## src/rtl/xup_debounce_vector.sv

```systemverilog
// -----------------------------------------------------------------------------
// xup_debounce_vector
//
// Per-bit synchronizer and debouncer for raw board inputs such as slide
// switches and push-buttons. Each bit passes through a two-flop synchronizer.
// A per-bit stability counter then accepts a new level only after it has
// persisted for DEBOUNCE_CYCLES consecutive clock cycles. The clean levels feed
// the XUP vector gate primitives (for example the a/b operands of
// xup_and_vector).
//
// Parameters:
//   SIZE            number of independent input bits
//   CNT_WIDTH       width of each per-bit stability counter
//   DEBOUNCE_CYCLES cycles a new level must persist before it is accepted;
//                   must satisfy 1 <= DEBOUNCE_CYCLES <= 2**CNT_WIDTH
//
// Ports:
//   clk    in   1     system clock, all logic on the rising edge
//   reset  in   1     synchronous, active-high reset
//   a      in   SIZE  raw asynchronous inputs
//   y      out  SIZE  debounced level, registered
//   rise   out  SIZE  one-cycle strobe when y[i] goes 0->1
//   fall   out  SIZE  one-cycle strobe when y[i] goes 1->0
//
// Optional feature macro: XUP_DEBOUNCE_EDGE_EN
//   defined   -> rise/fall are registered strobes that are visible in the same
//                cycle as the new y value
//   undefined -> rise/fall are tied to 0 and no strobe registers exist; the
//                port list is the same in both builds
// -----------------------------------------------------------------------------
module xup_debounce_vector #(
  parameter int SIZE            = 2,
  parameter int CNT_WIDTH       = 20,
  parameter int DEBOUNCE_CYCLES = 1000000
) (
  input  logic            clk,
  input  logic            reset,
  input  logic [SIZE-1:0] a,
  output logic [SIZE-1:0] y,
  output logic [SIZE-1:0] rise,
  output logic [SIZE-1:0] fall
);

  // Terminal count. It is truncated to the counter width, so a window of
  // exactly 2**CNT_WIDTH cycles ends at the all-ones count.
  localparam logic [CNT_WIDTH-1:0] CNT_LAST = CNT_WIDTH'(DEBOUNCE_CYCLES - 1);

  logic [SIZE-1:0]      s1;
  logic [SIZE-1:0]      s2;
  logic [SIZE-1:0]      y_next;
  logic [CNT_WIDTH-1:0] cnt      [SIZE];
  logic [CNT_WIDTH-1:0] cnt_next [SIZE];

  // Any agreement between the synchronized input and the accepted level
  // clears the counter. A bounce back to the old level therefore restarts the
  // full window. The counter is also cleared on acceptance, so it never wraps.
  always_comb begin
    y_next = y;
    for (int i = 0; i < SIZE; i++) begin
      cnt_next[i] = '0;
      if (s2[i] != y[i]) begin
        if (cnt[i] == CNT_LAST) begin
          y_next[i] = s2[i];
        end else begin
          cnt_next[i] = cnt[i] + CNT_WIDTH'(1);
        end
      end
    end
  end

  // The two synchronizer stages sit back to back with no logic between them.
  always_ff @(posedge clk) begin
    if (reset) begin
      s1 <= '0;
      s2 <= '0;
      y  <= '0;
      for (int i = 0; i < SIZE; i++) begin
        cnt[i] <= '0;
      end
    end else begin
      s1 <= a;
      s2 <= s1;
      y  <= y_next;
      for (int i = 0; i < SIZE; i++) begin
        cnt[i] <= cnt_next[i];
      end
    end
  end

`ifdef XUP_DEBOUNCE_EDGE_EN
  logic [SIZE-1:0] rise_q;
  logic [SIZE-1:0] fall_q;

  // The strobes are registered on the same edge that updates y, so they line
  // up with the first cycle in which the new level is visible. Only y_next
  // can differ from y, so rise and fall are never high together for one bit.
  always_ff @(posedge clk) begin
    if (reset) begin
      rise_q <= '0;
      fall_q <= '0;
    end else begin
      rise_q <= y_next & ~y;
      fall_q <= ~y_next & y;
    end
  end

  assign rise = rise_q;
  assign fall = fall_q;
`else
  assign rise = '0;
  assign fall = '0;
`endif

endmodule

```

## config.mk

```make
export PLATFORM = sky130hd
export DESIGN_NAME = xup_debounce_vector
export DESIGN_NICKNAME = d
export VERILOG_FILES = /design/src/rtl/xup_debounce_vector.sv
export SDC_FILE = /design/constraint.sdc
export NUM_CORES = 1
export LEC_CHECK = 0
export ABC_AREA = 1
export BUFFER_PORTS_ARGS = -buffer_cell sky130_fd_sc_hd__buf_2
export CAP_MARGIN = 10
export CORE_AREA = 2 2 71 73
export DETAILED_ROUTE_END_ITERATION = 10
export DIE_AREA = 0 0 73 75
export GPL_ROUTABILITY_DRIVEN = 0
export PLACE_DENSITY = 0.67
export SYNTH_ARGS = -nofsm -noshare
export SYNTH_HDL_FRONTEND = slang
export SYNTH_SLANG_ARGS = --single-unit
```

## constraint.sdc

```tcl
create_clock -name clk -period 1.6 [get_ports clk]
set_input_delay 0.24 -clock clk [delete_from_list [all_inputs] [get_ports clk]]
set_output_delay 0.24 -clock clk [all_outputs]
set_load 0.1 [all_outputs]
```

# Yosys cells after proc, flatten, opt, wreduce, memory -nomap -nowiden
# Memory sizes are Yosys's and may differ from the RTL's.
# Cells that the tools add are included.
# Widths: inputs -> output; s select.
[word_totals]
ff_bits = 6
mem_bits_rw = 40
elab_cells = 24
mem_count = 1
[memory_table]
columns = ["memory", "words", "width", "read_ports", "rd_clocked_by_memory_dff", "wr", "line_no", "source"]
rows = [
  ["cnt", 2, 20, 2, 0, 2, "51", "logic [CNT_WIDTH-1:0] cnt [SIZE];"],
]
[op_classes]
n_addsub = 2
eq_ne = 4
n_mux = 9
bitwise = 2
reduce_logical = 2
[op_table]
columns = ["operator", "n"]
rows = [
  ["$mux 20", 6],
  ["$add 20x1->20 const B", 2],
  ["$eq 20x20->1 const B", 2],
  ["$reduce_and 2->1", 2],
  ["$mux 1", 3],
  ["$ne 1x1->1", 2],
  ["$or 1x1->1", 2],
]

# Longest topological paths before layout
# Gate-level depths: netlist (run 1).
# An unclocked memory read counts as a cell.
[logic_depth]
word_depth = 5
mapped_depth = 9
mapped_depth_nobuf = 8

# Least setup slack after synthesis (run 1)
# No wires, ideal clock.
[synth_timing]
path_kind = "flip-flop to flip-flop"
from = "reg y[1]"
to = "mem cnt[1][16] (netlist: cnt[0][36])"
t_arrival_ns = 1.633
required_time_ns = 1.530
path_slack_ns = -0.103
path_stages_with_launch = 6
period_less_slack_ns = 1.703
cell_sequence = "dfxtp_1 -> o21ai_0 -> a21oi_1 -> nand2_2 -> buf_6 -> a21oi_1"
[synth_lines]
columns = ["element", "line_no", "source"]
rows = [
  ["from (decl)", "39", "output logic [SIZE-1:0] y,"],
  ["from (signal assigned)", "83", "y <= y_next;"],
  ["to (decl)", "51", ""],
]

==> flow_metrics.tcl, run 1 <==
set metrics [dict create \
    run_status "complete, no violations" \
    crit_family "simple AND/OR/NAND/NOR gates" \
    io_buffers 5 \
    worstHoldStart "a[0]" \
    finalHoldViolations 0 \
    row_count 25 \
    clk_pin_slew_ps 90 \
    placed_cells 383 \
    clock.fmax_mhz 683.6 \
    crit_top_cell "nor2_4" \
    antenna_found_initial 0 \
    initialDrtViolationCount 88 \
    fp.dieH_um 75 \
    cp.buffers_inverters 2 \
    worstPathRequired_ps 1800 \
    wire_per_inst_um 10.80 \
    arrival_ps 1660 \
    start_util_pct 49.23 \
    utilization_pct 53.21 \
    grt_max_degree 21 \
    fin_setup_tns_ps 0 \
    layout_commonest_cell "nor2_1" \
    post_cts_buffers 0 \
    design_area_um2 2480 \
    crit_start "cnt[0][20]" \
    grt_pass1_wl_um 7472 \
    whs_ps 126.5 \
    crit_chain "ha_4 -> nand3_2 -> nor2_4 -> inv_2 -> nor2_4 -> nand2_1 -> nand2_2 -> buf_12 -> nor2_1" \
    final_nets 342 \
    drt_pass1_iterations 4 \
    syn_to_final_growth_pct 8.070 \
    cts.path.max_buffers 2 \
    core_region_area_um2 4661 \
    dieArea_um2 5475 \
    synthArstFlopShare_pct 0 \
    via_per_inst 4.824 \
    regArea_um2 923.4 \
    grt_use_total_pct 17.51 \
    syn-mean-instance-area_um2 7.061 \
    endpoint_kind "flop" \
    ios 10 \
    die_x_um 73 \
    layout_min_cycle_time_ps 1463 \
    placed_area_um2 2381 \
    p_per_area_nw_per_um2 781.4 \
    num_antenna_cells 0 \
    hold_class "in2reg" \
    worst_clock_skew_ps 10.55 \
    totalPowerFinal_mw 1.938 \
    cpPeakStageDelay_ps 410 \
    synth-edff-count 0 \
    grt_pass1_vias 1738 \
    maxSlewViolCount 0 \
    synth_ff_type "dfxtp_1" \
    dr_total_vias 1886 \
    post-route-drc-count 0 \
    cts_tree "yes" \
    min_period_over_period_pct 91.43 \
    cts.sinks 46 \
    vdd_drop_max_mv 0.4306 \
    cp_slowest_cell "dfxtp_1" \
    synth_top_area_share_pct 40.13 \
    detail-route-antenna-nets 0 \
    synth_warnings 0 \
    grt_remaining_overflow 0 \
    synth-seq-cells 46 \
    netlist_area_um2 2295 \
    synth.distinct_cells 25 \
    ys_seq_area_share_pct 40.13 \
    start_kind "flop" \
    multiInputGateArea_um2 1217 \
    maxCapViolations 0 \
    hpwl_um 3151 \
    setup_viol 0 \
    rsz0062_at_grt "no" \
    synthTopCellsByArea "dfxtp_1, nor2_1, nand2_1, xor2_1, inv_1" \
    nFillCells 464 \
    setup_ws_ps 137.1 \
    cts_root_buf "clkbuf_8" \
    wl_um 4224 \
    cp_max_fo 20 \
    cts_buffers 5 \
    worstReg2RegStart "cnt[0][20]" \
    crit_type "reg2reg" \
    power_leakage_nw 0.7365 \
    final_cells 391 \
    htree_levels 2 \
    synth_top_cell_by_area "dfxtp_1" \
    clock_latency_ps 310 \
    drive_above_1_share_pct 10.98 \
    layout_common_cells "nor2_1, nand2_1, dfxtp_1" \
    syn_inst 325 \
    post-place-ws_ps 121.4 \
    r2r_setup_slack_ps 140 \
]
## state kept, by name, indices dropped and copies added (netlist names)
| name | count |
|---|---|
| y | 2 |
| s2 | 2 |
| cnt | 40 |
| s1 | 2 |
## report_power, final
| group | internal (mW) | switching, mW |
|---|---|---|
| clock | 0.309 | 0.405 |
| sequential | 1.15 | 0.00363 |
| combinational | 0.0129 | 0.0579 |
| total | 1.47 | 0.466 |
## worst min-delay path, delay by kind of cell
family                 cells  cell delay [ps]
buffers and inverters      2              140
AND/OR/NAND/NOR            1               30
## cell usage after synthesis (all sizes together) (3+ instances only)
cell type and number:
nor2 86, nand2 80, dfxtp 46, inv 28
nand3 19, a21oi 14, xor2 12, xnor2 10
buf 8, nand4 5, nand3b 4, o21ai 3
o21bai 3
## final timing paths
path,depth (start not counted),to
setup / recovery,9,cnt[0][35]
hold / removal,3,s1[0]
setup reg to reg,9,cnt[0][35]
hold reg to reg,2,s2[1]
## kinds of logic (layout without fill, tap and decap cells)
logic type / after synthesis / count (layout) / share of synthesized area [%]
adders and majority gates: 2 / 2 / 1.090
other: 1 / 4 / 0.1634
DFF: 46 / 46 / 40.13
xor gates and xnor gates: 22 / 22 / 8.397
buffers and inverters: 36 / 45 / 7.852
and+or+nand+nor: 198 / 198 / 37.02
AOI/OAI and AO/OA: 20 / 20 / 5.343
## layout make-up
class                      instances  area share (%)
timing repair buffer               9           3.229
clock buffer                       6           2.926
tap                               54           2.725
inverter                          28           4.238
sequential                        46           37.24
clock inverter                     2          0.5550
multi-input combinational        246           49.09
## timing repair
item / in CTS / in global routing
hold buffers: 0 / 0
endpoints found under the hold margin: 0 / 0
setup endpoints to repair: 0 / 20
resized for setup: 0 / 2
## routing by layer
layer  wire length (um)  track usage [%]
met1               2049            21.72
met2               1981            29.13
met3                 84            2.811
met4                109            9.671
met5                  0                0
Power figures use the tool's default switching activity.
==> inputs of run 2 (changes only) <==
ABC_AREA = default   (was 1)
CORE_AREA = 2 2 67 69   (was 2 2 71 73)
DIE_AREA = 0 0 69 71   (was 0 0 73 75)
REMOVE_ABC_BUFFERS = 1   (was default)
==> run 2 against run 1 <==
- the flow now finishes with violations (setup timing)
- die area shrank 11%
- area after synthesis shrank 11%
- routed wire length shrank 9.5%
==> flow_metrics.tcl, run 2 <==
set metrics [dict create \
    run_status "finished, violations left" \
    violations "setup timing" \
    setup_viol 3 \
    met1Wirelength_um 1786 \
    syn_to_final_growth_pct 21.55 \
    layout_commonest_cell "nor2_1" \
    dieArea_um2 4899 \
    synth.most_common_cell "dfxtp_1" \
    arrival_ps 1900 \
    cts_root_buf "clkbuf_8" \
    largest_reg_flops 40 \
    synth-edff-count 0 \
    endpoint_kind "flop" \
    clk_pin_slew_ps 80 \
    synth_common_cells "dfxtp_1, nor2_1, xnor2_1, nand3_1, nand2_1" \
    crit_type "reg2reg" \
    clock.fmax_mhz 601.7 \
    cp_slowest_cell "or4_4" \
    start_kind "flop" \
    wl_met2_um 1879 \
    cts_tree "yes" \
    min_period_over_period_pct 103.9 \
    start_util_pct 48.48 \
    num_antenna_cells 0 \
    grt_remaining_overflow 0 \
    via_per_inst 5.177 \
    io_buffers 5 \
    synth_ff_type "dfxtp_1" \
    finalHoldViolations 0 \
    hpwl_um 2717 \
    cp_max_fo 7 \
    setup_ws_ps -61.87 \
    totalPowerFinal_mw 1.892 \
    die_x_um 69 \
    highest_layer "met4" \
    rsz0062_at_grt "yes" \
    grt_use_total_pct 16.84 \
    wl_um 3824 \
    ys_seq_area_share_pct 45.18 \
    worstPathRequired_ps 1830 \
    final_nets 276 \
    regArea_um2 933.4 \
    wl_met3_um 81 \
    grt_pass1_vias 1621 \
    syn-mean-instance-area_um2 8.673 \
    layout_min_cycle_time_ps 1662 \
    detail-route-antenna-nets 0 \
    postCtsHoldBufs 0 \
    dr_total_vias 1667 \
    worst_clock_skew_ps 9.415 \
    synth_top_cell_by_area "dfxtp_1" \
    crit_chain "nand4_4 -> or4_4 -> or4_1 -> a21oi_1" \
    row_count 24 \
    power_leakage_nw 0.7940 \
    netlist_area_um2 2038 \
    drt_pass1_iterations 4 \
    drive_above_1_share_pct 24.81 \
    nFillCells 386 \
    grt_pass1_wl_um 6727 \
    antenna_found_initial 0 \
    hold_class "in2reg" \
    clock_latency_ps 300 \
    cts_buffers 5 \
    regMostFlops "cnt" \
    multiInputGateArea_um2 1105 \
    cpPeakStageDelay_ps 560 \
    htree_levels 2 \
    maxSlewViolCount 0 \
    vdd_drop_max_mv 0.5290 \
    grt_max_degree 17 \
    initialDrtViolationCount 49 \
    fp.dieH_um 71 \
    cts.sinks 46 \
    wire_per_inst_um 11.88 \
    ios 10 \
    r2r_setup_slack_ps -60 \
    syn_inst 235 \
    synthArstFlopShare_pct 0 \
    cts.path.max_buffers 2 \
    utilization_pct 58.93 \
    p_per_area_nw_per_um2 763.7 \
    synth-seq-cells 46 \
    layout_common_cells "nor2_1, dfxtp_1, buf_4" \
    core_region_area_um2 4204 \
    post-route-drc-count 0 \
    synth_warnings 0 \
    synth.distinct_cells 35 \
    synth_top_area_share_pct 45.18 \
    synthTopCellsByArea "dfxtp_1, xnor2_1, nor2_1, xor2_1, nand3_1" \
    maxCapViolations 0 \
    post-place-ws_ps -140.1 \
]
-- run 2: cell count changes in the layout (fill, tap and decap cells not counted), sizes merged, moves of 8 or more --
cell	delta
nand2	-69
nor2	-48
buf	+25
inv	-18
xnor2	+12
nor3	+8
-- run 2: cell families after synthesis --
logic type | Yosys count | synth area share [%]
other | 1 | 0.1840
and+or+nand+nor | 114 | 29.47
AOI/OAI and AO/OA | 23 | 6.692
DFF | 46 | 45.18
adders and majority gates | 2 | 1.228
muxes | 1 | 0.4911
xor gates and xnor gates | 29 | 12.46
buffers and inverters | 19 | 4.297
-- run 2: worst max-delay path: cells and delay by family, from the launching register on --
family / cells / cell delay (ps)
simple gates: 3 / 1080
compound gates: 1 / 160
flops: 1 / 350
-- run 2: metal layers --
metal	GRT usage, %	vias to the layer above
met1	18.17	769
met3	3.419	8
met4	7.843	0
li1	-	875
met2	31.52	15
met5	0	-
-- run 2: area by class of cell --
class | count | area share (%)
multi-input combinational | 173 | 44.60
sequential | 46 | 37.68
timing repair buffer | 34 | 10.40
clock buffer | 5 | 2.778
tap | 52 | 2.626
inverter | 10 | 1.515
clock inverter | 2 | 0.4040
-- run 2: path summary, 6_finish.rpt --
check | from | to | cells after the start
max | cnt[0][24] | cnt[0][39] | 4
min | a[0] | s1[0] | 2
max reg2reg | cnt[0][24] | cnt[0][39] | 4
min reg2reg | cnt[0][20] | cnt[0][20] | 1
-- run 2: where the power goes --
group / internal (mW) / switching (mW) / total [mW] / leakage (nW)
registers: 1.15 / 0.00296 / 1.15 / 0.376
logic: 0.0125 / 0.0581 / 0.0706 / 0.374
clock network: 0.294 / 0.375 / 0.668 / 0.0438
-- run 2: stage by stage --
step	hold WS, ps	cells	setup TNS (ps)	cell area (um2)
after floorplan	309.1	229	-11320	1999
after global placement	416.5	314	-247.0	2300
after detailed placement	432.2	314	-464.6	2300
after CTS	146.0	321	-77.77	2397
after global routing	186.1	322	-485.0	2477
final	148.3	322	-106.1	2477
-- run 2: repair_timing --
item | in CTS | in global routing
cloned | 0 | 1
resized for setup | 9 | 21
pin swaps | 2 | 7
setup buffers | 0 | 0
endpoints found under the setup margin | 8 | 39
==> inputs of run 3 (changes only) <==
--- a/config.mk
+++ b/config.mk
@@ -9,7 +9,8 @@
 export CAP_MARGIN = 10
-export CORE_AREA = 2 2 67 69
+export CELL_PAD_IN_SITES_DETAIL_PLACEMENT = 2
+export CELL_PAD_IN_SITES_GLOBAL_PLACEMENT = 2
+export CORE_AREA = 2 2 78 80
 export DETAILED_ROUTE_END_ITERATION = 10
-export DIE_AREA = 0 0 69 71
-export GPL_ROUTABILITY_DRIVEN = 0
-export PLACE_DENSITY = 0.67
+export DIE_AREA = 0 0 80 82
+export PLACE_DENSITY = 0.76
 export REMOVE_ABC_BUFFERS = 1
==> constraint.sdc (replaced) <==
create_clock -name clk -period 1.6 [get_ports clk]
set_input_delay 0 -clock clk [delete_from_list [all_inputs] [get_ports clk]]
set_output_delay 0 -clock clk [all_outputs]
set_load 0.1 [all_outputs]
==> run 3 against run 2 <==
- the run still ends with setup timing left
- register-to-register slack hardly changed
- count of clock-buffer cells in the layout is 1 higher
- non-clock buffer count is 14 higher
- maximum frequency is 0.88% lower
- clock power is 7.5% higher
- sequential share of layout area is 3.3 points lower
- clock skew is 4.5 ps higher
- flip-flop and latch count stayed put
- final area is 11% higher
- sequential power hardly changed
- combinational power is 14% higher
- largest cell class unchanged
==> flow_metrics.tcl, run 3 (synthesis gave the netlist of run 2 again) <==
set metrics [dict create \
    grt_use_total_pct 20.79 \
    grt_pass1_vias 2071 \
    cts_tree "yes" \
    power_leakage_nw 0.8743 \
    htree_levels 2 \
    cts.path.max_buffers 2 \
    cell_internal_pwr_mw 1.499 \
    post-route-drc-count 0 \
    violations "setup timing" \
    dr_total_vias 1851 \
    swShare_pct 23.11 \
    maxCapViolations 0 \
    worstPathRequired_ps 1840 \
    antenna_found_initial 0 \
    setup_ws_ps -76.62 \
    initialDrtViolationCount 37 \
    design_area_um2 2759 \
    pwr-share-comb_pct 4.1 \
    layout_min_cycle_time_ps 1677 \
    whs_ps 27.97 \
    grt_remaining_overflow 0 \
    worst_clock_skew_ps 13.96 \
    hpwl_um 3922 \
    cp_max_fo 8 \
    clk_pin_slew_ps 90 \
    clock_latency_ps 300 \
    grt_pass1_wl_um 10270 \
    cts.sinks 46 \
    post-place-ws_ps -239.0 \
    dieArea_um2 6560 \
    start_util_pct 35.47 \
    wl_um 6565 \
    gp_congestion 0.7433 \
    crit_type "reg2reg" \
    ios 10 \
    endpoint_kind "flop" \
    detail-route-antenna-nets 0 \
    cts_root_buf "clkbuf_8" \
    placed_area_um2 2359 \
    vdd_drop_max_mv 0.3918 \
    io_buffers 5 \
    largest_reg_flops 40 \
    start_kind "flop" \
    layout_commonest_cell "nor2_1" \
    wire_per_inst_um 18.34 \
    layout_common_cells "nor2_1, buf_4, dfxtp_1" \
    final_nets 290 \
    run_status "finished, violations left" \
    fp.dieH_um 82 \
    rsz0062_at_grt "yes" \
    setup_viol 4 \
    finalHoldViolations 0 \
    min_period_over_period_pct 104.8 \
    grt_max_degree 13 \
    sequentialPowerShare_pct 59.1 \
    pwr-share-clk_pct 36.8 \
    syn_to_final_growth_pct 35.36 \
    maxSlewViolCount 0 \
    totalPowerFinal_mw 1.950 \
    num_antenna_cells 0 \
    hold_class "in2reg" \
    drt_pass1_iterations 4 \
    core_region_area_um2 5746 \
    cts_buffers 5 \
    p_sw_mw 0.4506 \
    p_per_area_nw_per_um2 706.8 \
    arrival_ps 1920 \
    clock.fmax_mhz 596.4 \
    regMostFlops "cnt" \
    drive_above_1_share_pct 36.40 \
    via_per_inst 5.170 \
    row_count 28 \
    die_x_um 80 \
    utilization_pct 48.02 \
]
[run 3: cell count changes in the layout (fill, tap and decap cells not counted), sizes merged]
cell and delta:
buf +12, dlygate4sd3 +2, clkinv -2, clkbuf +1
[run 3: cell type report]
class                      count  area [um2]
fill                         617        2987
sequential                    46       948.4
timing repair buffer          48       371.6
clock buffer                   6       82.58
inverter                      10       37.54
tap                           75       93.84
multi-input combinational    173        1225
[run 3: metal layers]
metal | global-route usage (%) | part of all wire [%]
met1 | 22.16 | 40
met2 | 40.67 | 58
met3 | 3.626 | 1.3
met4 | 7.627 | 1.1
met5 | 0 | 0
[run 3: final timing paths]
| kind | from | depth (start not counted) | endpoint | slack (ps) |
|---|---|---|---|---|
| max | cnt[0][24] | 4 | cnt[0][37] | -80 |
| min | reset | 2 | y[1] | 30 |
| max reg2reg | cnt[0][24] | 4 | cnt[0][37] | -80 |
| min reg2reg | cnt[0][0] | 1 | cnt[0][0] | 450 |
[run 3: through the flow]
step	std cells	setup TNS (ps)
after floorplan	229	-11320
after global placement	341	-726.2
after detailed placement	341	-2082
after CTS	354	-567.3
after global routing	358	-547.9
final	358	-197.1
[run 3: critical path, stage by stage, from the launching register on]
cell and delay (ps):
dfxtp_2 370, nand4_4 110, or4_4 570, or4_4 430, a21oi_2 140
[run 3: timing repair]
item / in CTS / in global routing
setup buffers: 4 / 4
gates cloned: 1 / 0
pin swaps: 16 / 12
hold endpoints to repair: 2 / 0
endpoints found under the setup margin: 22 / 40
resized for setup: 32 / 32
hold buffers: 2 / 0
[run 3: power groups by stage]
| stage | sequential, mW | combinational [mW] | clock [mW] |
|---|---|---|---|
| after floorplan | 1.18 | 0.0537 | 0 |
| after global placement | 1.18 | 0.0688 | 0 |
| after detailed placement | 1.18 | 0.0701 | 0 |
| after CTS | 1.15 | 0.0787 | 0.740 |
| after global routing | 1.15 | 0.0860 | 0.789 |
| final | 1.15 | 0.0808 | 0.718 |
